[src/rtl/edge_detect_multi_pkg.sv]
// rtl/edge_detect_multi_pkg.sv - shared types for the multi-channel edge detector
//
// Purpose: edge mode and debounce state enumerations, plus the helper that
//          decides whether an accepted edge of a given direction produces a
//          tick under a given mode.
// Ports:   none (package)

package edge_detect_pkg;

  typedef enum bit [1:0] {
    EDGE_OFF  = 2'd0,
    EDGE_RISE = 2'd1,
    EDGE_FALL = 2'd2,
    EDGE_BOTH = 2'd3
  } edge_mode_t;

  typedef enum bit [1:0] {
    S_LOW    = 2'd0,
    S_CHK_HI = 2'd1,
    S_HIGH   = 2'd2,
    S_CHK_LO = 2'd3
  } deb_state_t;

  function automatic logic mode_allows(input edge_mode_t m, input logic rising);
    if (m == EDGE_BOTH) return 1'b1;
    if (rising)         return (m == EDGE_RISE);
    return (m == EDGE_FALL);
  endfunction

endpackage

[src/rtl/edge_detect_multi_channel.sv]
// rtl/edge_detect_multi_channel.sv - one channel: synchroniser, debounce FSM, tick, pending
//
// Purpose: brings one asynchronous level into the CLK domain, requires the new
//          level to hold for DEBOUNCE_CYCLES synced cycles before accepting it,
//          and reports accepted edges as a Mealy tick plus a sticky pending flag.
// Ports:   CLK     - clock, rising edge
//          reset   - asynchronous, active-high
//          level   - raw asynchronous input level
//          mode    - edge_mode_t selecting which accepted edges tick
//          clr     - synchronous clear of pending (tick in the same cycle wins)
//          tick    - one-cycle pulse during the accept cycle
//          stable  - debounced level
//          pending - sticky event flag

module edge_channel
  import edge_detect_pkg::*;
#(
  parameter int SYNC_STAGES     = 2,
  parameter int DEBOUNCE_CYCLES = 4
) (
  input  logic       CLK,
  input  logic       reset,
  input  logic       level,
  input  logic [1:0] mode,
  input  logic       clr,
  output logic       tick,
  output logic       stable,
  output logic       pending
);

  localparam int            CW       = $clog2(DEBOUNCE_CYCLES + 1);
  localparam logic [CW-1:0] CNT_LAST = CW'(DEBOUNCE_CYCLES - 1);
  localparam logic [CW-1:0] CNT_ONE  = CW'(1);
  localparam bit            DEB_ONE  = (DEBOUNCE_CYCLES == 1);

  logic [SYNC_STAGES-1:0] r_sync;
  deb_state_t             r_state;
  logic [CW-1:0]          r_cnt;
  logic                   r_pending;

  logic       w_s;
  logic       w_accept_rise;
  logic       w_accept_fall;
  logic       w_tick;
  edge_mode_t w_mode;

  assign w_mode = edge_mode_t'(mode);
  assign w_s    = r_sync[SYNC_STAGES-1];

  always_ff @(posedge CLK or posedge reset) begin
    if (reset) r_sync <= '0;
    else       r_sync <= {r_sync[SYNC_STAGES-2:0], level};
  end

  // Accept fires in the cycle that holds the DEBOUNCE_CYCLES-th consecutive
  // sample of the new level; with a single-cycle debounce that is the first.
  always_comb begin
    w_accept_rise = 1'b0;
    w_accept_fall = 1'b0;
    case (r_state)
      S_LOW:    w_accept_rise = w_s && DEB_ONE;
      S_CHK_HI: w_accept_rise = w_s && (r_cnt == CNT_LAST);
      S_HIGH:   w_accept_fall = !w_s && DEB_ONE;
      S_CHK_LO: w_accept_fall = !w_s && (r_cnt == CNT_LAST);
      default: ;
    endcase
  end

  assign w_tick = !reset &&
                  ((w_accept_rise && mode_allows(w_mode, 1'b1)) ||
                   (w_accept_fall && mode_allows(w_mode, 1'b0)));

  always_ff @(posedge CLK or posedge reset) begin
    if (reset) begin
      r_state <= S_LOW;
      r_cnt   <= '0;
    end else begin
      case (r_state)
        S_LOW: if (w_s) begin
          if (w_accept_rise) begin
            r_state <= S_HIGH;
            r_cnt   <= '0;
          end else begin
            r_state <= S_CHK_HI;
            r_cnt   <= CNT_ONE;
          end
        end
        S_CHK_HI: begin
          if (!w_s) begin
            r_state <= S_LOW;
            r_cnt   <= '0;
          end else if (w_accept_rise) begin
            r_state <= S_HIGH;
            r_cnt   <= '0;
          end else begin
            r_cnt <= r_cnt + CNT_ONE;
          end
        end
        S_HIGH: if (!w_s) begin
          if (w_accept_fall) begin
            r_state <= S_LOW;
            r_cnt   <= '0;
          end else begin
            r_state <= S_CHK_LO;
            r_cnt   <= CNT_ONE;
          end
        end
        S_CHK_LO: begin
          if (w_s) begin
            r_state <= S_HIGH;
            r_cnt   <= '0;
          end else if (w_accept_fall) begin
            r_state <= S_LOW;
            r_cnt   <= '0;
          end else begin
            r_cnt <= r_cnt + CNT_ONE;
          end
        end
        default: begin
          r_state <= S_LOW;
          r_cnt   <= '0;
        end
      endcase
    end
  end

  // Set has priority so a clear issued alongside a new event never loses it.
  always_ff @(posedge CLK or posedge reset) begin
    if (reset)       r_pending <= 1'b0;
    else if (w_tick) r_pending <= 1'b1;
    else if (clr)    r_pending <= 1'b0;
  end

  assign tick    = w_tick;
  assign stable  = (r_state == S_HIGH) || (r_state == S_CHK_LO);
  assign pending = r_pending;

endmodule

[src/rtl/edge_detect_multi.sv]
// rtl/edge_detect_multi.sv - multi-channel debounced edge detector top
//
// Purpose: CHANNELS independent edge_channel instances plus the OR of their
//          pending flags.
// Ports:   CLK         - clock, rising edge
//          reset       - asynchronous, active-high
//          level       - [CHANNELS] raw asynchronous levels
//          mode        - [2*CHANNELS] edge_mode_t per channel, bits [2i+1:2i]
//          clr         - [CHANNELS] pending clears
//          tick        - [CHANNELS] one-cycle edge pulses (combinational)
//          stable      - [CHANNELS] debounced levels
//          pending     - [CHANNELS] sticky event flags
//          any_pending - OR of pending

module edge_detect_multi
  import edge_detect_pkg::*;
#(
  parameter int CHANNELS        = 4,
  parameter int SYNC_STAGES     = 2,
  parameter int DEBOUNCE_CYCLES = 4
) (
  input  logic                  CLK,
  input  logic                  reset,
  input  logic [CHANNELS-1:0]   level,
  input  logic [2*CHANNELS-1:0] mode,
  input  logic [CHANNELS-1:0]   clr,
  output logic [CHANNELS-1:0]   tick,
  output logic [CHANNELS-1:0]   stable,
  output logic [CHANNELS-1:0]   pending,
  output logic                  any_pending
);

  for (genvar g = 0; g < CHANNELS; g++) begin : g_ch
    edge_channel #(
      .SYNC_STAGES    (SYNC_STAGES),
      .DEBOUNCE_CYCLES(DEBOUNCE_CYCLES)
    ) u_ch (
      .CLK    (CLK),
      .reset  (reset),
      .level  (level[g]),
      .mode   (mode[2*g +: 2]),
      .clr    (clr[g]),
      .tick   (tick[g]),
      .stable (stable[g]),
      .pending(pending[g])
    );
  end

  assign any_pending = |pending;

endmodule

[config.mk]
export PLATFORM = sky130hd
export DESIGN_NAME = edge_detect_multi
export DESIGN_NICKNAME = d
export VERILOG_FILES = /design/src/rtl/edge_detect_multi_pkg.sv /design/src/rtl/edge_detect_multi_channel.sv /design/src/rtl/edge_detect_multi.sv
export SDC_FILE = /design/constraint.sdc
export NUM_CORES = 1
export LEC_CHECK = 0
export ABC_AREA = 1
export CORE_MARGIN = 4
export CORE_UTILIZATION = 51
export DETAILED_ROUTE_END_ITERATION = 12
export GPL_TIMING_DRIVEN = 0
export PLACE_DENSITY = 0.78
export SLEW_MARGIN = 25
export SYNTH_ARGS = -nofsm -noshare
export SYNTH_HDL_FRONTEND = slang
export SYNTH_SLANG_ARGS = --single-unit
[constraint.sdc]
create_clock -name CLK -period 2.9 [get_ports CLK]
set_clock_uncertainty 0.1 [all_clocks]
set_input_delay 0.58 -clock CLK [delete_from_list [all_inputs] [get_ports CLK]]
set_output_delay 0.58 -clock CLK [all_outputs]
set_load 0.005 [all_outputs]
==> results of run 1 <==
## cell families after synthesis
family                   synth area share
adder cells (fa/ha/maj)            0.0634
AO/OA/AOI/OAI                      0.0856
flip-flops                          0.507
buffers and inverters               0.162
AND/OR/NAND/NOR                     0.182
## final cells by class
class,instances,area share
clock buffer,7,0.0317
tap,31,0.0189
multi-input combinational,101,0.255
timing repair buffer,30,0.148
timing repair inverter,1,0.00427
sequential,32,0.390
clock inverter,1,0.0146
inverter,40,0.0860
buffer,16,0.0513
## repair_timing
action	4_1_cts	5_1_grt
endpoints found under the hold margin	0	0
setup endpoints to repair	4	1
cloned	0	1
pin swaps	0	0
gates resized for setup	4	1
## layer usage
layer  routed length (um)  global-route usage  up-vias
met4                   57              0.0809        0
met3                  181              0.0622        6
li1                     -                   -      650
met5                    0                   0        -
met2                 1600               0.312       36
met1                 1260               0.185      598
## per-stage QoR
stage,utilization,area (sq um)
global placement,0.672,1920
detailed placement,0.672,1920
finish,0.719,2050
CTS,0.715,2040
floorplan,-,1580
global route,0.719,2050
## Yosys cell counts (all sizes together)
cell | instances | area (sq um)
a21boi | 1 | 7.51
nand3 | 14 | 70.1
clkbuf | 4 | 15.0
dfrtp | 32 | 801
ha | 8 | 100
o22ai | 2 | 12.5
a21oi | 4 | 20.0
or2 | 2 | 12.5
nor2 | 6 | 22.5
nand3b | 1 | 7.51
nand4 | 2 | 12.5
buf | 12 | 90.1
nand2 | 42 | 163
inv | 40 | 150
o21ai | 19 | 95.1
## final timing paths
| path | cells after the start | start | end |
|---|---|---|---|
| max | 7 | mode[7] | tick[3] |
| min reg2reg | 0 | g_ch[0].u_ch.r_sync[0]$_DFF_PP0_ | g_ch[0].u_ch.r_sync[1]$_DFF_PP0_ |
| max reg2reg | 6 | g_ch[0].u_ch.r_cnt[0]$_DFFE_PP0P_ | g_ch[0].u_ch.pending$_DFFE_PP0P_ |
| min | 2 | reset | g_ch[2].u_ch.r_sync[1]$_DFF_PP0_ |
| max in group asynchronous | 2 | reset | g_ch[1].u_ch.r_sync[0]$_DFF_PP0_ |
| min in group CLK | 0 | g_ch[0].u_ch.r_sync[0]$_DFF_PP0_ | g_ch[0].u_ch.r_sync[1]$_DFF_PP0_ |
## power by group
| part | leakage (nW) | internal, mW | total (mW) | switching [mW] |
|---|---|---|---|---|
| registers | 0.401 | 0.564 | 0.670 | 0.107 |
| clock network | 0.0515 | 0.229 | 0.379 | 0.150 |
| logic | 0.648 | 0.272 | 0.552 | 0.280 |
| total | 1.10 | 1.06 | 1.60 | 0.537 |
## critical path, delay by kind of cell
kind            cells  cell delay (ns)
compound gates      1             0.18
buf+inv             5             1.13
simple gates        1             0.13
==> flow_summary_export.csv, run 1 <==
group,metric,value,unit
die,die-area,4050,sq um
yosys,synth_cells,189,
outcome,status,"finished, final reports clean",
clock_network,path_clk_slew,0.10,ns
yosys,ys_types,16,
clock_network,hold_buffers,0,
clock_network,htreeDepth,2,
finish,seqCellArea,801,sq um
finish,final_cell_mix,"nand2_1, inv_1, dfrtp_1, clkdlybuf4s50_1, o21ai_0",
yosys,synth_area,1580,sq um
routing,wl_per_cell,12.0,um
grt,grt_pass1_wl,5.48,mm
die,start_util,0.554,
sta,fmax,370,MHz
power_and_ir_drop,ir_worst_vdd,0.000424,V
routing,drc,0,
die,die_width,63.6,um
clock_network,cts_root_buf,"clkbuf_4",
routing,vias_per_cell,4.98,
sta,setup_ws,0.199,ns
critical_path,crit_path_top_delay_cell,"clkdlybuf4s50_1",
sta,setup_viol,0,
die,core_area,2850,sq um
place,dpl.hpwl,2.36,mm
critical_path,arrival,2.02,ns
job,cap_violations,0,
critical_path,crit_fanout,2,
critical_path,required,2.22,ns
yosys,yosys_warnings,0,
sta,fin_crit_sh,0.931,
power_and_ir_drop,total_power,1.60,mW
routing,firstDrtPassIters,4,
power_and_ir_drop,powerDensity,781,nW/um^2
finish,fillCellCount,239,
die,rows,19,
yosys,ys_seq_area_frac,0.507,
finish,fin_nets,253,
finish,multi_input_area,523,sq um
yosys,syn_nets,215,
place,dp_cells,250,
hold_path,hold_class,"input pin to async pin",
sta,hold_violations,0,
finish,drive_gt1_frac,0.114,
sta,rsz0062_at_grt,"no",
sta,tightest_slew,0.274,ns
grt,grt_pass1_vias,1299,
grt,grt_max_degree,37,
critical_path,slowest_delay,0.49,ns
finish,area_delta_synth_final,29.9,%
critical_path,start_kind,"input pin",
sta,layout_min_cycle_time,2.70,ns
finish,fin_cells,259,
sta,hold_slack,0.154,ns
clock_network,clkSinkCount,32,
grt,antenna_found_initial,0,
clock_network,insertion_delay,0.34,ns
routing,drt-total-wl,3.10,mm
clock_network,cts_buffer_depth,2,
critical_path,path_cells,"clkdlybuf4s50_1, inv_1, o21ai_0, nand3_1, inv_1, buf_4, clkdlybuf4s50_1",
routing,num_vias,1290,
place,io_buffers,30,
die,ios,31,
sta,slew_violations,0,
power_and_ir_drop,power.leakage,1.10,nW
grt,gr-total-overflow,0,
grt,grtUsageTotal,0.176,
routing,ant_nets,0,
clock_network,cts_buffers,5,
routing,drt-initial-drc-count,44,
clock_network,postCtsSetupBuffers,0,
die,die_height,63.6,um
yosys,synth_area_per_cell,8.35,sq um
yosys,ys_seq_elements,32,
place,place_ws,-0.319,ns
sta,slew_headroom,0.817,
critical_path,end_kind,"output port",
finish,mostFrequentLayoutCell,"nand2_1",
critical_path,crit_type,"input pin to output port",
finish,diodes,0,
place,place.gp.congestion,0.780,
clock_network,cts_tree,"done",
sta,fin_tns_setup,0,ns
critical_path,rrSetupSlack,1.51,ns
Power figures use the tool's default switching activity.
==> run 2, diff against run 1 <==
Settings changed: CORE_MARGIN 4 to 2.
==> run 2 against run 1 <==
Sequential share of layout area increased by 0.65 points; routed wire length decreased by 8.9%; count of clock-buffer cells in the layout increased by 1; die area decreased by 12%; cell count increased by 0.77%; sequential power about the same; utilization decreased by 4.7 points; setup slack improved by 0.011 ns; fmax increased by 0.42%; via count decreased by 2.1%; power decreased by 7.8%; non-clock buffer count unchanged; critical path type unchanged.
==> flow_summary_export.csv, run 2 (same netlist as run 1, synthesis figures left out) <==
group,metric,value,unit
outcome,status,"finished, final reports clean",
sta,slew_headroom,0.810,
critical_path,path_cells,"clkdlybuf4s50_1, inv_1, o21ai_0, nand3_1, inv_1, buf_4, clkdlybuf4s50_1",
routing,highest_layer,"met4",
die,die-area,3560,sq um
sta,layout_min_cycle_time,2.69,ns
critical_path,reg2reg_to,"g_ch[1].u_ch.pending$_DFFE_PP0P_",
routing,drc,0,
critical_path,rrSetupSlack,1.52,ns
routing,dr_wl_met3,120,um
grt,grt_pass1_vias,1121,
critical_path,slowest_delay,0.48,ns
place,io_buffers,30,
finish,diodes,0,
sta,slew_violations,0,
routing,dr_wl_met2,1.35,mm
finish,fillCellCount,262,
grt,grt_pass1_wl,4.42,mm
die,die_width,59.6,um
die,start_util,0.526,
clock_network,htreeDepth,2,
sta,fmax,372,MHz
finish,final_cell_mix,"nand2_1, inv_1, dfrtp_1, clkdlybuf4s50_1, o21ai_0",
finish,drive_gt1_frac,0.105,
clock_network,insertion_delay,0.33,ns
grt,gr-total-overflow,0,
critical_path,end_kind,"output port",
critical_path,required,2.22,ns
finish,area_delta_synth_final,27.7,%
clock_network,cts_tree,"done",
sta,setup_ws,0.210,ns
routing,wl_per_cell,10.8,um
grt,grt_max_degree,37,
critical_path,reg2reg_from,"g_ch[1].u_ch.r_cnt[0]$_DFFE_PP0P_",
die,ios,31,
critical_path,crit_fanout,2,
routing,firstDrtPassIters,4,
sta,hold_violations,0,
routing,num_vias,1263,
clock_network,cts_buffers,5,
critical_path,crit_path_top_delay_cell,"clkdlybuf4s50_1",
place,place_ws,-0.306,ns
hold_path,hold_class,"input pin to async pin",
clock_network,clkSinkCount,32,
sta,rsz0062_at_grt,"no",
die,die_height,59.6,um
clock_network,cts_buffer_depth,2,
finish,fin_nets,253,
sta,setup_viol,0,
critical_path,arrival,2.01,ns
critical_path,reg2reg_depth,6,
power_and_ir_drop,ir_worst_vdd,0.000339,V
sta,hold_slack,0.175,ns
routing,ant_nets,0,
routing,vias_per_cell,4.84,
sta,tightest_slew,0.285,ns
die,core_area,3000,sq um
place,place.gp.congestion,0.821,
routing,m1WireLength,1.31,mm
critical_path,start_kind,"input pin",
routing,drt-total-wl,2.83,mm
clock_network,path_clk_slew,0.10,ns
job,cap_violations,0,
grt,grtUsageTotal,0.171,
critical_path,crit_type,"input pin to output port",
sta,fin_crit_sh,0.928,
place,dpl.hpwl,1.99,mm
finish,mostFrequentLayoutCell,"nand2_1",
power_and_ir_drop,powerDensity,732,nW/um^2
grt,antenna_found_initial,0,
die,rows,20,
clock_network,cts_root_buf,"clkbuf_4",
power_and_ir_drop,power.leakage,1.08,nW
routing,drt-initial-drc-count,38,
==> run 2: worst max-delay path by stage <==
| stage | from | end | slack, ns |
|---|---|---|---|
| floorplan | reset | tick[2] | 0.49 |
| finish | mode[7] | tick[3] | 0.21 |
| global placement | reset | tick[3] | -0.72 |
| global route | g_ch[1].u_ch.r_cnt[0]$_DFFE_PP0P_ | tick[1] | 0.09 |
| detailed placement | reset | tick[2] | -0.31 |
| CTS | reset | tick[2] | 0.01 |
==> run 2: layout make-up <==
class | count | area (sq um) | share of cell area
Timing Repair Buffer | 30 | 303 | 0.150
Clock buffer | 8 | 58.8 | 0.0292
Timing Repair inverter | 1 | 8.76 | 0.00434
Sequential cell | 32 | 801 | 0.397
Multi-Input combinational cell | 101 | 523 | 0.259
Buffer | 16 | 105 | 0.0521
Tap cell | 33 | 41.3 | 0.0205
Inverter | 40 | 176 | 0.0875
==> run 2: metrics by stage <==
stage | setup TNS (ns) | util | std cells | power (mW) | instance area (sq um)
floorplan | 0 | - | 189 | 1.03 | 1580
global placement | -2.77 | 0.640 | 252 | 1.19 | 1920
detailed placement | -0.964 | 0.640 | 252 | 1.21 | 1920
CTS | 0 | 0.668 | 260 | 1.49 | 2010
global route | 0 | 0.672 | 261 | 1.60 | 2020
finish | 0 | 0.672 | 261 | 1.48 | 2020
==> run 2: where the power goes <==
part	total (mW)	switching, mW	internal (mW)
Sequential	0.669	0.105	0.564
Clock	0.266	0.146	0.120
Combinational	0.542	0.271	0.271
==> run 2: critical path: cells and delay by family <==
family,cells,cell delay (ns)
buf+inv,5,1.12
compound gates,1,0.17
simple gates,1,0.13
==> run 2: metal layers <==
| layer | GRT usage | up-vias |
|---|---|---|
| met2 | 0.297 | 29 |
| met4 | 0.0603 | 0 |
| met3 | 0.0655 | 7 |
| li1 | - | 648 |
| met5 | 0 | - |
| met1 | 0.191 | 579 |
==> run 2: what timing repair did <==
item | in CTS | in global routing
gates resized for setup | 4 | 1
gates cloned | 0 | 1
endpoints found under the setup margin | 4 | 1
setup buffers | 0 | 0
hold buffers | 0 | 0
